==> src/rtl/game_pkg.sv <==
// game_pkg
// Shared definitions for the horizontal map scroller.
//   - scroll_state_t : states of the scroll sequencer
//   - zone boundaries (pixels) and zone targets (offset units)
//   - OFS_MAX_DEF    : default maximum map offset
//   - zone_tgt()     : player-follow target lookup with a hysteresis band
package game_pkg;

  typedef enum logic [1:0] {
    IDLE = 2'd0,
    STEP = 2'd1,
    WAIT = 2'd2
  } scroll_state_t;

  localparam logic [10:0] ZONE_B0 = 11'd400;
  localparam logic [10:0] ZONE_B1 = 11'd512;
  localparam logic [10:0] ZONE_B2 = 11'd800;
  localparam logic [10:0] ZONE_B3 = 11'd1200;
  localparam logic [10:0] ZONE_B4 = 11'd1600;

  localparam logic [7:0] ZONE_T0 = 8'd0;
  localparam logic [7:0] ZONE_T1 = 8'd64;
  localparam logic [7:0] ZONE_T2 = 8'd128;
  localparam logic [7:0] ZONE_T3 = 8'd192;

  localparam logic [7:0] OFS_MAX_DEF = 8'd250;

  // Positions in 400..512 and exactly on 800/1200/1600 keep the previous
  // target, so a player hovering on a boundary does not make the map jitter.
  function automatic logic [7:0] zone_tgt(input logic [10:0] pos,
                                          input logic [7:0]  prev,
                                          input logic [7:0]  ofs_max);
    logic [7:0] t;
    t = prev;
    if (pos < ZONE_B0)                         t = ZONE_T0;
    else if ((pos > ZONE_B1) && (pos < ZONE_B2)) t = ZONE_T1;
    else if ((pos > ZONE_B2) && (pos < ZONE_B3)) t = ZONE_T2;
    else if ((pos > ZONE_B3) && (pos < ZONE_B4)) t = ZONE_T3;
    else if (pos > ZONE_B4)                    t = ofs_max;
    if (t > ofs_max) t = ofs_max;
    return t;
  endfunction

endpackage

==> src/rtl/game_step_timer.sv <==
// game_step_timer
// Pacing counter for the scroll sequencer: counts 0..STEP_DIV-1 and wraps.
//   clk   : system clock
//   rst_n : asynchronous active-low reset
//   clr   : restart the count at 0 on the next edge
//   tc    : high for the single cycle the count sits at STEP_DIV-1
module game_step_timer #(
  parameter int STEP_DIV = 2000000
) (
  input  logic clk,
  input  logic rst_n,
  input  logic clr,
  output logic tc
);

  localparam int W = (STEP_DIV > 2) ? $clog2(STEP_DIV) : 1;
  localparam logic [W-1:0] LAST = W'(STEP_DIV - 1);

  logic [W-1:0] count;

  // Free-running wrap counter; clr takes priority so a fresh interval always
  // starts from zero.
  always_ff @(posedge clk or negedge rst_n) begin
    if (!rst_n)              count <= '0;
    else if (clr)            count <= '0;
    else if (count == LAST)  count <= '0;
    else                     count <= count + 1'b1;
  end

  assign tc = (count == LAST) && !clr;

endmodule

==> src/rtl/game_scroll_ctrl.sv <==
// game_scroll_ctrl
// Steps the horizontal map offset toward a target, one unit per interval of
// STEP_DIV+1 clocks. The target comes from the player-follow zones or, with
// priority, from a forced request.
//   clk            : system clock
//   rst_n          : asynchronous active-low reset
//   player_pos     : player world x in pixels
//   req_valid      : forced scroll request (held until accepted)
//   req_target     : forced target offset (clamped to OFS_MAX)
//   req_ready      : high in IDLE; request accepted when both are high
//   map_ofset      : current map offset
//   player_pos_out : player screen x (world x minus offset in pixels, floor 0)
//   scrolling      : registered map_ofset != target
//   done_pulse     : one-cycle pulse when a forced scroll finishes
module game_scroll_ctrl
  import game_pkg::*;
#(
  parameter int         STEP_DIV = 2000000,
  parameter logic [7:0] OFS_MAX  = OFS_MAX_DEF,
  parameter int         PX_SHIFT = 2
) (
  input  logic        clk,
  input  logic        rst_n,
  input  logic [10:0] player_pos,
  input  logic        req_valid,
  input  logic [7:0]  req_target,
  output logic        req_ready,
  output logic [7:0]  map_ofset,
  output logic [10:0] player_pos_out,
  output logic        scrolling,
  output logic        done_pulse
);

  scroll_state_t state, state_next;
  logic [7:0]    target, target_next;
  logic [7:0]    ofs_next;
  logic [7:0]    zone;
  logic [7:0]    tgt_eval;
  logic          forced, forced_next;
  logic          done_next;
  logic          timer_clr;
  logic          tc;
  logic [10:0]   ofs_px;

  game_step_timer #(.STEP_DIV(STEP_DIV)) u_timer (
    .clk   (clk),
    .rst_n (rst_n),
    .clr   (timer_clr),
    .tc    (tc)
  );

  assign zone      = zone_tgt(player_pos, target, OFS_MAX);
  assign req_ready = rst_n && (state == IDLE);
  assign ofs_px    = 11'(map_ofset) << PX_SHIFT;

  // Next-state logic. A forced request owns the target until its done pulse;
  // otherwise the zone lookup is re-evaluated in IDLE and at every interval end.
  always_comb begin
    state_next  = state;
    target_next = target;
    forced_next = forced;
    ofs_next    = map_ofset;
    done_next   = 1'b0;
    timer_clr   = 1'b0;
    tgt_eval    = target;
    case (state)
      IDLE: begin
        if (req_valid) begin
          target_next = (req_target > OFS_MAX) ? OFS_MAX : req_target;
          forced_next = 1'b1;
          state_next  = STEP;
        end else begin
          target_next = zone;
          if (zone != map_ofset) state_next = STEP;
        end
      end
      STEP: begin
        if (map_ofset < target)      ofs_next = map_ofset + 8'd1;
        else if (map_ofset > target) ofs_next = map_ofset - 8'd1;
        timer_clr  = 1'b1;
        state_next = WAIT;
      end
      WAIT: begin
        if (tc) begin
          tgt_eval    = forced ? target : zone;
          target_next = tgt_eval;
          if (map_ofset == tgt_eval) begin
            state_next = IDLE;
            if (forced) begin
              done_next   = 1'b1;
              forced_next = 1'b0;
            end
          end else begin
            state_next = STEP;
          end
        end
      end
      default: state_next = IDLE;
    endcase
  end

  // State and output registers; reset drops any scroll in flight, including
  // a pending forced request, so no done pulse follows it.
  always_ff @(posedge clk or negedge rst_n) begin
    if (!rst_n) begin
      state          <= IDLE;
      target         <= '0;
      forced         <= 1'b0;
      map_ofset      <= '0;
      done_pulse     <= 1'b0;
      scrolling      <= 1'b0;
      player_pos_out <= '0;
    end else begin
      state          <= state_next;
      target         <= target_next;
      forced         <= forced_next;
      map_ofset      <= ofs_next;
      done_pulse     <= done_next;
      scrolling      <= (map_ofset != target);
      player_pos_out <= (player_pos < ofs_px) ? 11'd0 : (player_pos - ofs_px);
    end
  end

endmodule

==> config.mk <==
export PLATFORM = sky130hd
export DESIGN_NAME = game_scroll_ctrl
export DESIGN_NICKNAME = d
export VERILOG_FILES = /design/src/rtl/game_pkg.sv /design/src/rtl/game_step_timer.sv /design/src/rtl/game_scroll_ctrl.sv
export SDC_FILE = /design/constraint.sdc
export NUM_CORES = 1
export LEC_CHECK = 0
export BUFFER_PORTS_ARGS = -buffer_cell sky130_fd_sc_hd__buf_2
export CAP_MARGIN = 20
export CORE_UTILIZATION = 28
export DETAILED_ROUTE_END_ITERATION = 8
export PLACE_DENSITY_LB_ADDON = 0.25
export REMOVE_ABC_BUFFERS = 1
export SYNTH_ARGS = -nofsm -noshare
export SYNTH_HDL_FRONTEND = slang
export SYNTH_SLANG_ARGS = --single-unit
==> constraint.sdc <==
create_clock -name clk -period 5.67 [get_ports clk]
set_input_delay 0.2835 -clock clk [delete_from_list [all_inputs] [get_ports clk]]
set_output_delay 0.2835 -clock clk [all_outputs]
set_load 0.005 [all_outputs]
==> parameters.txt <==
Parameter                              Value

Floorplanning
  Die footprint    14500 um2
  Count of boundary I/O pins    44
  Std-Cell Core Area    13500 um2
  Rows    42
  Die width    121 um
  Effective utilization at floorplan    29.2%
  Height of the die    121 um

STA
  Achievable clock frequency    288 MHz
  RSZ-0062 raised after global routing    false
  Worst slack on hold paths    115 ps
  Tcrit/Tclk final    61.2%
  Max-slew violation total from the final report    0
  Max transition margin    37.7%
  Clock Skews    8.64 ps
  Final number of hold-violating endpoints    0
  Slew at the pin closest to its max-slew limit    934 ps
  Minimum clock period    3470 ps
  Final total negative setup slack    0 ps
  Final setup violating endpoints    0

Logic synthesis
  Most used DFF post-synth    sky130_fd_sc_hd__dfrtp_1
  Leading area contributor after synthesis    sky130_fd_sc_hd__dfrtp_1
  Post-synthesis instance area    3940 um2
  Share of the synthesized area in the top cell type    33.7%
  Cell count after synthesis    459
  Distinct cells, synth    67
  Cells taking the most area after synthesis    sky130_fd_sc_hd__dfrtp_1, sky130_fd_sc_hd__ha_1, sky130_fd_sc_hd__nor2_1
  Number of register bits inferred by synthesis    53
  Number of synthesis warnings    0
  Number of enable-type register cells in the synthesized netlist    0
  Share of async-settable or async-resettable flops after synthesis    100%
  Average footprint of a synthesized cell    8.58 um2
  Sequential share of the synthesized area    33.7%

Global route
  Number of global-route vias before repair    3552
  Maximum number of pins on one net before global-route repair    55
  Antenna violations before repair    0
  First-pass GRT wire length    18.5 mm
  Global route total overflow    0
  Global routing usage summed across all routing layers    16.3%

Worst setup path
  Critical path capture point type    flop
  Largest stage delay on the critical path    540 ps
  Top fanout value on the critical path    9
  Crit path cell chain    inv_1 -> ha_1 -> nor2b_1 -> o21ai_0 -> nand2b_1 -> a21oi_1 -> o21ai_0 -> ha_1 -> a21o_1 -> a21oi_1 -> o21bai_1 -> a21oi_1 -> o21ai_0 -> xor2_1 -> nand2_1 -> xnor2_1
  Kind of critical path    flop to flop
  Crit path arrival time    3650 ps
  Worst setup SP type    flop
  Required time of the worst setup path    5860 ps
  Slowest library cell on the worst path    sky130_fd_sc_hd__dfrtp_1

Detailed routing
  Post-route DRC    0
  Detailed Route Iter0 Violations    290
  Length of the first detailed-routing pass in iterations    4
  Detailed-route via count    3589
  Drt wl/cell    16.5 um
  Per-cell via count in the routed design    5.32
  Final antenna-violating net count    0
  Detailed Route WL    11.1 mm

Finish
  Number of nets in the finished design    545
  Final cell utilization of the core    33.2%
  Area overhead of the layout relative to synthesis    13.7%
  Fraction of layout cells with a size suffix above 1    14.0%
  Total inserted antenna cells    0
  Final instance area    4480 um2

Hold path
  Class of the tightest hold or removal check    input pin to asynchronous set/reset pin

Job
  Max Cap Violations    0

Clocking
  Clock latency at the later pin of the worst-skew pair    310 ps
  Root cell of the clock tree    sky130_fd_sc_hd__clkbuf_16
  Count of cells resized by post-cts repair    0
  CTS tree    built
  Clock-pin slew of the registers on the worst-case setup and hold paths    70 ps
  Total number of clock tree sinks    53
  H-tree depth    2
  CTS Hold Buffers Added    0
  Clk buf depth    2
  Post-CTS setup buffer count    0
  CTS Buf Count    5

Status
  Status    completed

Placement
  Count of input and output buffers    43
  Placer congestion estimate    0.917
  Half-perimeter wire length after placement    8.24 mm
  Area post-placement    4320 um2

Pwr
  Leakage power summed over all cells    1.94 nW
  Maximum vdd drop    337 uV
  PD cells    484 nW/um2
## kinds of logic after synthesis
| family | Yosys count | share of synthesized area (%) |
|---|---|---|
| compound gates | 131 | 22.2 |
| simple gates | 170 | 23.0 |
| flops | 53 | 33.7 |
| xor+xnor | 36 | 8.01 |
| mux | 2 | 0.572 |
| fa+ha+maj | 25 | 8.32 |
| buf+inv | 42 | 4.26 |
## worst max-delay path: cells and delay by family, from the launching register on
family / cells / cell delay [ps]
AOI/OAI and AO/OA: 8 / 1440
adders and majority gates: 2 / 590
DFF: 1 / 540
xor gates and xnor gates: 2 / 310
and+or+nand+nor: 3 / 280
buffers and inverters: 1 / 200
## layout by cell type, fill, tap and decap left out, drive strengths merged, types with 3 or more instances in the layout
cell,instances
a211oi,5
a21boi,4
a21o,6
a21oi,35
a311oi,4
and2,5
and3,12
buf,45
clkbuf,6
dfrtp,53
ha,23
inv,30
nand2,32
nand2b,5
nand3,14
nand4,10
nor2,49
nor2b,5
nor3,14
nor4,6
o21a,3
o21ai,30
o21bai,5
o22ai,5
o311ai,3
o41ai,4
or3,5
or4,4
xnor2,19
xor2,17
## layout make-up
| type | count | area (um2) |
|---|---|---|
| Fill cell | 1391 | 9030 |
| Multi-Input combinational cell | 364 | 2440 |
| Sequential cell | 53 | 1330 |
| Timing Repair Buffer | 46 | 233 |
| Tap cell | 176 | 220 |
| Clock buffer | 5 | 125 |
| Inverter | 28 | 105 |
| Clock inverter | 3 | 25.0 |
## final timing paths
path | cells after the start | startpoint | slack [ps] | end
min reg2reg | 1 | u_timer.count[0]$_DFF_PN0_ | 480 | u_timer.count[0]$_DFF_PN0_
max reg2reg | 16 | map_ofset[0]$_DFFE_PN0P_ | 2200 | map_ofset[7]$_DFFE_PN0P_
max | 16 | map_ofset[0]$_DFFE_PN0P_ | 2200 | map_ofset[7]$_DFFE_PN0P_
min | 2 | rst_n | 120 | player_pos_out[0]$_DFF_PN0_
max in group asynchronous | 2 | rst_n | 5100 | u_timer.count[7]$_DFF_PN0_
min in group clk | 2 | player_pos[0] | 240 | player_pos_out[0]$_DFF_PN0_
## power by group
| part | internal, W | total [W] | switching (W) |
|---|---|---|---|
| Combinational | 0.000502 | 0.00118 | 0.000675 |
| Clock | 0.000167 | 0.000326 | 0.000158 |
| Sequential | 0.000493 | 0.000666 | 0.000172 |
| Total | 0.00116 | 0.00217 | 0.00101 |
## state kept, by name (all words and copies together) (netlist names)
| signal | count |
|---|---|
| map_ofset | 8 |
| u_timer.count | 21 |
| forced | 1 |
| state | 2 |
| done_pulse | 1 |
| scrolling | 1 |
| player_pos_out | 11 |
| target | 8 |
## synthesized netlist by cell type (12+ instances only)
library cell	number
sky130_fd_sc_hd__and3_1	12
sky130_fd_sc_hd__inv_1	28
sky130_fd_sc_hd__nand2_1	32
sky130_fd_sc_hd__xor2_1	17
sky130_fd_sc_hd__a21oi_1	35
sky130_fd_sc_hd__dfrtp_1	53
sky130_fd_sc_hd__xnor2_1	19
sky130_fd_sc_hd__nand3_1	14
sky130_fd_sc_hd__o21ai_0	29
sky130_fd_sc_hd__ha_1	23
sky130_fd_sc_hd__nor2_1	49
## through the flow
| step | instances | worst slack, ps | total power, W |
|---|---|---|---|
| after global placement | 665 | 1980 | 0.00181 |
| after floorplan | 445 | 2310 | 0.00146 |
| final | 675 | 2200 | 0.00217 |
| after CTS | 673 | 1750 | 0.00217 |
| after global routing | 675 | 1870 | 0.00238 |
| after detailed placement | 665 | 1770 | 0.00183 |
## metal layers
layer  vias to the layer above  routed length [um]  global-route usage (%)
met2                        93                5280                    26.3
met1                      1721                5030                    21.2
li1                       1757                   -                       -
met4                         0                 246                    6.17
met3                        18                 572                    3.49
met5                         -                   0                       0
Power figures use the tool's default switching activity.
